==> src/rtl/vend_pkg.sv <==
// Shared definitions for the coin vending controller: FSM state encoding,
// change-coin unit and default coin values.
package vend_pkg;

   typedef enum logic [1:0] {
      S_IDLE    = 2'd0,
      S_COLLECT = 2'd1,
      S_VEND    = 2'd2,
      S_CHANGE  = 2'd3
   } vend_state_t;

   localparam int unsigned DEF_UNIT  = 5;
   localparam int unsigned DEF_VAL_A = 5;
   localparam int unsigned DEF_VAL_B = 10;
   localparam int unsigned DEF_VAL_C = 20;

endpackage

==> src/rtl/edge_pulse.sv <==
// Two-flop synchroniser with rising-edge detect: one pulse per rising level
// of din, however long it is held.
module edge_pulse (
   input  logic clk,
   input  logic rstn,
   input  logic din,
   output logic pulse
);

   logic d1;
   logic d2;

   always_ff @(posedge clk or negedge rstn) begin
      if (!rstn) begin
         d1 <= '0;
         d2 <= '0;
      end else begin
         d1 <= din;
         d2 <= d1;
      end
   end

   assign pulse = d1 & ~d2;

endmodule

==> src/rtl/coin_vend_ctrl.sv <==
// Coin vending controller: synchronised coin/cancel edges feed a credit
// datapath and IDLE/COLLECT/VEND/CHANGE FSM with registered outputs.
module coin_vend_ctrl
   import vend_pkg::*;
#(
   parameter int unsigned PRICE      = 25,
   parameter int unsigned UNIT       = DEF_UNIT,
   parameter int unsigned VAL_A      = DEF_VAL_A,
   parameter int unsigned VAL_B      = DEF_VAL_B,
   parameter int unsigned VAL_C      = DEF_VAL_C,
   parameter int unsigned MAX_CREDIT = 60,
   parameter int unsigned CW         = 7
) (
   input  logic          clk,
   input  logic          rstn,
   input  logic          coin_a,
   input  logic          coin_b,
   input  logic          coin_c,
   input  logic          cancel,
   input  logic          chg_ready,
   output logic          product_release,
   output logic          change_pulse,
   output logic          coin_reject,
   output logic [CW-1:0] credit,
   output logic          busy
);

   localparam logic [CW-1:0] PRICE_C = CW'(PRICE);
   localparam logic [CW-1:0] UNIT_C  = CW'(UNIT);
   localparam logic [CW-1:0] MAX_C   = CW'(MAX_CREDIT);
   localparam logic [CW-1:0] VAL_A_C = CW'(VAL_A);
   localparam logic [CW-1:0] VAL_B_C = CW'(VAL_B);
   localparam logic [CW-1:0] VAL_C_C = CW'(VAL_C);

   logic p_a, p_b, p_c, p_cancel;

   edge_pulse u_ep_a      (.clk(clk), .rstn(rstn), .din(coin_a), .pulse(p_a));
   edge_pulse u_ep_b      (.clk(clk), .rstn(rstn), .din(coin_b), .pulse(p_b));
   edge_pulse u_ep_c      (.clk(clk), .rstn(rstn), .din(coin_c), .pulse(p_c));
   edge_pulse u_ep_cancel (.clk(clk), .rstn(rstn), .din(cancel), .pulse(p_cancel));

   vend_state_t   state, state_nx;
   logic [CW-1:0] credit_nx;
   logic          prod_nx, chg_nx, rej_nx, busy_nx;
   logic          coin_any;
   logic [CW-1:0] coin_sum, credit_sum, credit_dec;

   always_ff @(posedge clk or negedge rstn) begin
      if (!rstn) begin
         state           <= S_IDLE;
         credit          <= '0;
         product_release <= 1'b0;
         change_pulse    <= 1'b0;
         coin_reject     <= 1'b0;
         busy            <= 1'b0;
      end else begin
         state           <= state_nx;
         credit          <= credit_nx;
         product_release <= prod_nx;
         change_pulse    <= chg_nx;
         coin_reject     <= rej_nx;
         busy            <= busy_nx;
      end
   end

   always_comb begin
      state_nx   = state;
      credit_nx  = credit;
      chg_nx     = 1'b0;
      rej_nx     = 1'b0;
      coin_any   = p_a | p_b | p_c;
      coin_sum   = (p_a ? VAL_A_C : '0) + (p_b ? VAL_B_C : '0) + (p_c ? VAL_C_C : '0);
      credit_sum = credit + coin_sum;
      credit_dec = credit - UNIT_C;

      case (state)
         S_IDLE, S_COLLECT: begin
            if (state == S_IDLE) begin
               credit_nx = '0;
            end
            // Cancel only counts once credit exists; it then overrides any coin.
            if (state == S_COLLECT && p_cancel) begin
               state_nx = S_CHANGE;
               rej_nx   = coin_any;
            end else if (coin_any) begin
               if (credit_sum > MAX_C) begin
                  rej_nx = 1'b1;
               end else if (credit_sum >= PRICE_C) begin
                  state_nx  = S_VEND;
                  credit_nx = credit_sum - PRICE_C;
               end else begin
                  state_nx  = S_COLLECT;
                  credit_nx = credit_sum;
               end
            end
         end
         S_VEND: begin
            rej_nx   = coin_any;
            state_nx = (credit != '0) ? S_CHANGE : S_IDLE;
         end
         S_CHANGE: begin
            rej_nx = coin_any;
            if (credit < UNIT_C) begin
               credit_nx = '0;
               state_nx  = S_IDLE;
            end else if (chg_ready) begin
               chg_nx    = 1'b1;
               credit_nx = credit_dec;
               if (credit_dec == '0) begin
                  state_nx = S_IDLE;
               end
            end
         end
         default: begin
            state_nx  = S_IDLE;
            credit_nx = '0;
         end
      endcase

      prod_nx = (state_nx == S_VEND);
      busy_nx = (state_nx == S_VEND) || (state_nx == S_CHANGE);
   end

endmodule

==> config.mk <==
export PLATFORM = sky130hd
export DESIGN_NAME = coin_vend_ctrl
export DESIGN_NICKNAME = d
export VERILOG_FILES = /design/src/rtl/vend_pkg.sv /design/src/rtl/edge_pulse.sv /design/src/rtl/coin_vend_ctrl.sv
export SDC_FILE = /design/constraint.sdc
export NUM_CORES = 1
export LEC_CHECK = 0
export CAP_MARGIN = 20
export CELL_PAD_IN_SITES_DETAIL_PLACEMENT = 2
export CELL_PAD_IN_SITES_GLOBAL_PLACEMENT = 2
export CORE_ASPECT_RATIO = 2
export CORE_MARGIN = 4
export CORE_UTILIZATION = 34
export DETAILED_ROUTE_END_ITERATION = 8
export MAX_ROUTING_LAYER = met4
export PLACE_DENSITY = 0.88
export SYNTH_ARGS = -nofsm -noshare
export SYNTH_HDL_FRONTEND = slang
export SYNTH_HIERARCHICAL = 1
export SYNTH_SLANG_ARGS = --single-unit
==> constraint.sdc <==
create_clock -name clk -period 3.7 [get_ports clk]
set_input_delay 0.37 -clock clk [delete_from_list [all_inputs] [get_ports clk]]
set_output_delay 0.37 -clock clk [all_outputs]
set_load 0.1 [all_outputs]
==> flow_summary.toml <==
[floorplan]
start_util_pct = 35.0
rows = 37
die-area_mm2 = 0.00659
die_x_um = 59.4
die_h_um = 111
ios = 18
core_area_mm2 = 0.00514

[logic_synthesis]
synth_cell_types = 55
seq_area_frac_synth_pct = 29.2
synth.net_count = 238
yosys-top-cells-area = "dfrtp_1 29%, ha_1 9.7%, o21ai_0 6.1%"
synthArstFlopShare_pct = 100
syn-cell-area_mm2 = 0.00180
muxShareOfSynthArea_pct = 1.18
yosys.area.top_type_share_pct = 29.2
synth_top_family_by_area = "simple AND/OR/NAND/NOR gates"
ys.flop_type = "dfrtp_1"
synth_compound_area_share_pct = 22.9
synth_cells = 215
synth-edff-count = 0
synthAdderAreaFrac_pct = 12.0
synth-xor-area-share_pct = 3.41
yosys_warnings = 6
ys_ff_latch = 21
avgSynthCellArea_um2 = 8.37
synth_area_leader_cell = "dfrtp_1"
synthSimpleGateAreaFrac_pct = 26.3

[timing]
clock_skew_ps = 2.69
slew_viol_final = 0
max_clock_freq_mhz = 278
timing.setup.tns_ps = 0
fin_ws_ps = 101
setup_viol = 0
rsz0062_at_grt = "yes"
tightest_slew_ps = 979
finalCritPeriodShare_pct = 97.3
relSlewSlack_pct = 34.5
finalHoldViolCount = 0
finalCriticalPeriod_ps = 3600

[clocking]
cts_sinks = 21
root_buffer = "clkbuf_8"
clk_pin_slew_ps = 80
htree_num_levels = 1
cts_tree = "yes"
clk-insertion-delay-late_ps = 270
cts.path.max_buffers = 2
cts_buffers = 3

[critical_path]
required_ps = 3830
r2r_end = "credit[5]$_DFFE_PN0P_"
critPathBufInv = 3
cp_top_family = "simple AND/OR/NAND/NOR gates"
crit_fanout = 11
regToRegSetupSlack_ps = 100
critPathArrivalTime_ps = 3730
setup.worst_path.class = "register to register"
crit_chain = "nor2b_4, inv_1, fa_1, inv_1, ha_1, a211oi_2, or4b_2, o311ai_4, a311oi_1, buf_4, and2_1, a31oi_1, o21ai_0"
crit_top_cell = "inv_1"
end_kind = "register"
max_stage_delay_ps = 690
worst_path_max_delay_cell = "or4b_2"
critPathLaunchType = "register"
crit-reg2reg-launch = "u_ep_a/d1$_DFF_PN0_"
worstRegToRegCells = 13

[drt]
drc = 0
drt_iter0_drc = 74
drt.antenna.violating_nets = 0
wire_per_inst_um = 23.4
vias_per_cell = 5.94
drt-total-wl_mm = 6.90
vias = 1752
firstDrtPassIters = 4

[finish]
fill_cells = 590
final_common_cell = "nand2_1"
layout-drive-gt1-share_pct = 15.6
final_cell_area_mm2 = 0.00219
nNetsFinal = 261
area_growth_pct = 21.8
diodes = 0
final_cell_mix = "23 x nand2_1, 22 x o21ai_0, 20 x nor2_1, 20 x dfrtp_1, 17 x clkdlybuf4s50_1"

[flow_run]
drv_cap = 0

[place]
portBuffers = 17
post_dp_cell_area_mm2 = 0.00205
post-place-ws_ps = 19.9
finalWeightedCongestion = 0.923
dp.final_hpwl_mm = 5.44

[global_route]
grt.total_usage_pct = 22.8
grt_antenna_before_repair = 0
grt_pass1_vias = 2049
grt_pass1_wl_mm = 10.8
overflow = 0
grt_max_degree = 22

[outcome]
outcome = "finished, final reports clean"

[min_path]
hold_class = "input pin to asynchronous set/reset pin"
how the worst max path moves through the flow:
stage / depth (start not counted) / startpoint / endpoint / slack (ps)
6_report: 13 / u_ep_a/d1$_DFF_PN0_ / credit[5]$_DFFE_PN0P_ / 100
5_1_grt: 11 / u_ep_a/d2$_DFF_PN0_ / credit[0]$_DFFE_PN0P_ / -70
3_5_place_dp: 12 / u_ep_a/d1$_DFF_PN0_ / credit[5]$_DFFE_PN0P_ / 20
4_1_cts: 13 / u_ep_a/d1$_DFF_PN0_ / credit[5]$_DFFE_PN0P_ / 30
3_3_place_gp: 12 / u_ep_a/d1$_DFF_PN0_ / credit[5]$_DFFE_PN0P_ / 170
2_1_floorplan: 10 / credit[1]$_DFFE_PN0P_ / credit[6]$_DFFE_PN0P_ / 70
flip-flops by register name, indices dropped and copies added (netlist names):
register,flops
u_ep_c/d2,1
credit,7
state,2
u_ep_b/d2,1
u_ep_a/d1,1
u_ep_b/d1,1
u_ep_c/d1,1
u_ep_cancel/d1,1
change_pulse,1
u_ep_cancel/d2,1
u_ep_a/d2,1
coin_reject,1
busy,1
product_release,1
cells by family after synthesis:
group / Yosys count
xor gates and xnor gates: 7
DFF: 21
and+or+nand+nor: 85
AOI/OAI and AO/OA: 60
muxes: 2
adders and majority gates: 16
buffers and inverters: 24
per-stage QoR:
stage	instances	hold WS, ps	utilization [%]
3_5_place_dp	288	366	40.0
2_1_floorplan	215	74.4	-
5_1_grt	295	302	42.7
4_1_cts	292	399	41.0
6_report	295	298	42.7
3_3_place_gp	288	368	40.0
worst reg2reg max path: stages (launching register included):
cell and delay, ps:
dfrtp_1 390, nor2b_4 180, inv_1 70, fa_1 570, inv_1 70, ha_1 300
a211oi_2 90, or4b_2 690, o311ai_4 160, a311oi_1 100, buf_4 220, and2_1 170
a31oi_1 310, o21ai_0 130
per-layer routing:
metal | global-route usage [%] | wire length, um | share of wire [%] | vias to the layer above
met5 | - | 0 | 0 | -
met4 | 14.5 | 460 | 6.7 | 0
met3 | 1.75 | 102 | 1.5 | 28
met2 | 41.5 | 3980 | 58 | 42
met1 | 21.3 | 2360 | 34 | 879
li1 | - | - | - | 803
cell usage after synthesis (2+ instances only):
cell / instances
nand2_1: 23
o21ai_0: 22
dfrtp_1: 21
nor2_1: 21
inv_1: 16
ha_1: 14
a21oi_1: 9
nor3_1: 9
clkbuf_1: 6
a21boi_0: 4
a31oi_1: 4
nor2b_4: 4
xor2_1: 4
and2_1: 3
nor3b_1: 3
or3_1: 3
xnor2_1: 3
and3_1: 2
fa_1: 2
nand2b_1: 2
nand3_1: 2
nor2b_1: 2
nor4_2: 2
o2bb2ai_1: 2
o32ai_1: 2
what timing repair did:
action	CTS	global route
pin swaps	0	2
hold buffers	0	0
setup buffers	0	2
endpoints found under the setup margin	1	6
gates resized for setup	1	7
cell type report:
| cell class | count | area [um2] | share of cell area [%] |
|---|---|---|---|
| Inverter | 17 | 63.8 | 2.91 |
| Tap cell | 58 | 72.6 | 3.31 |
| Clock buffer | 3 | 41.3 | 1.88 |
| Clock inverter | 1 | 5.00 | 0.228 |
| Sequential cell | 21 | 527 | 24.0 |
| Multi-Input combinational cell | 170 | 1230 | 56.2 |
| Timing Repair Buffer | 25 | 250 | 11.4 |
Power of run 1 is not shown: default switching activity piles up to over one toggle a cycle in this logic, so the estimate is an artifact.
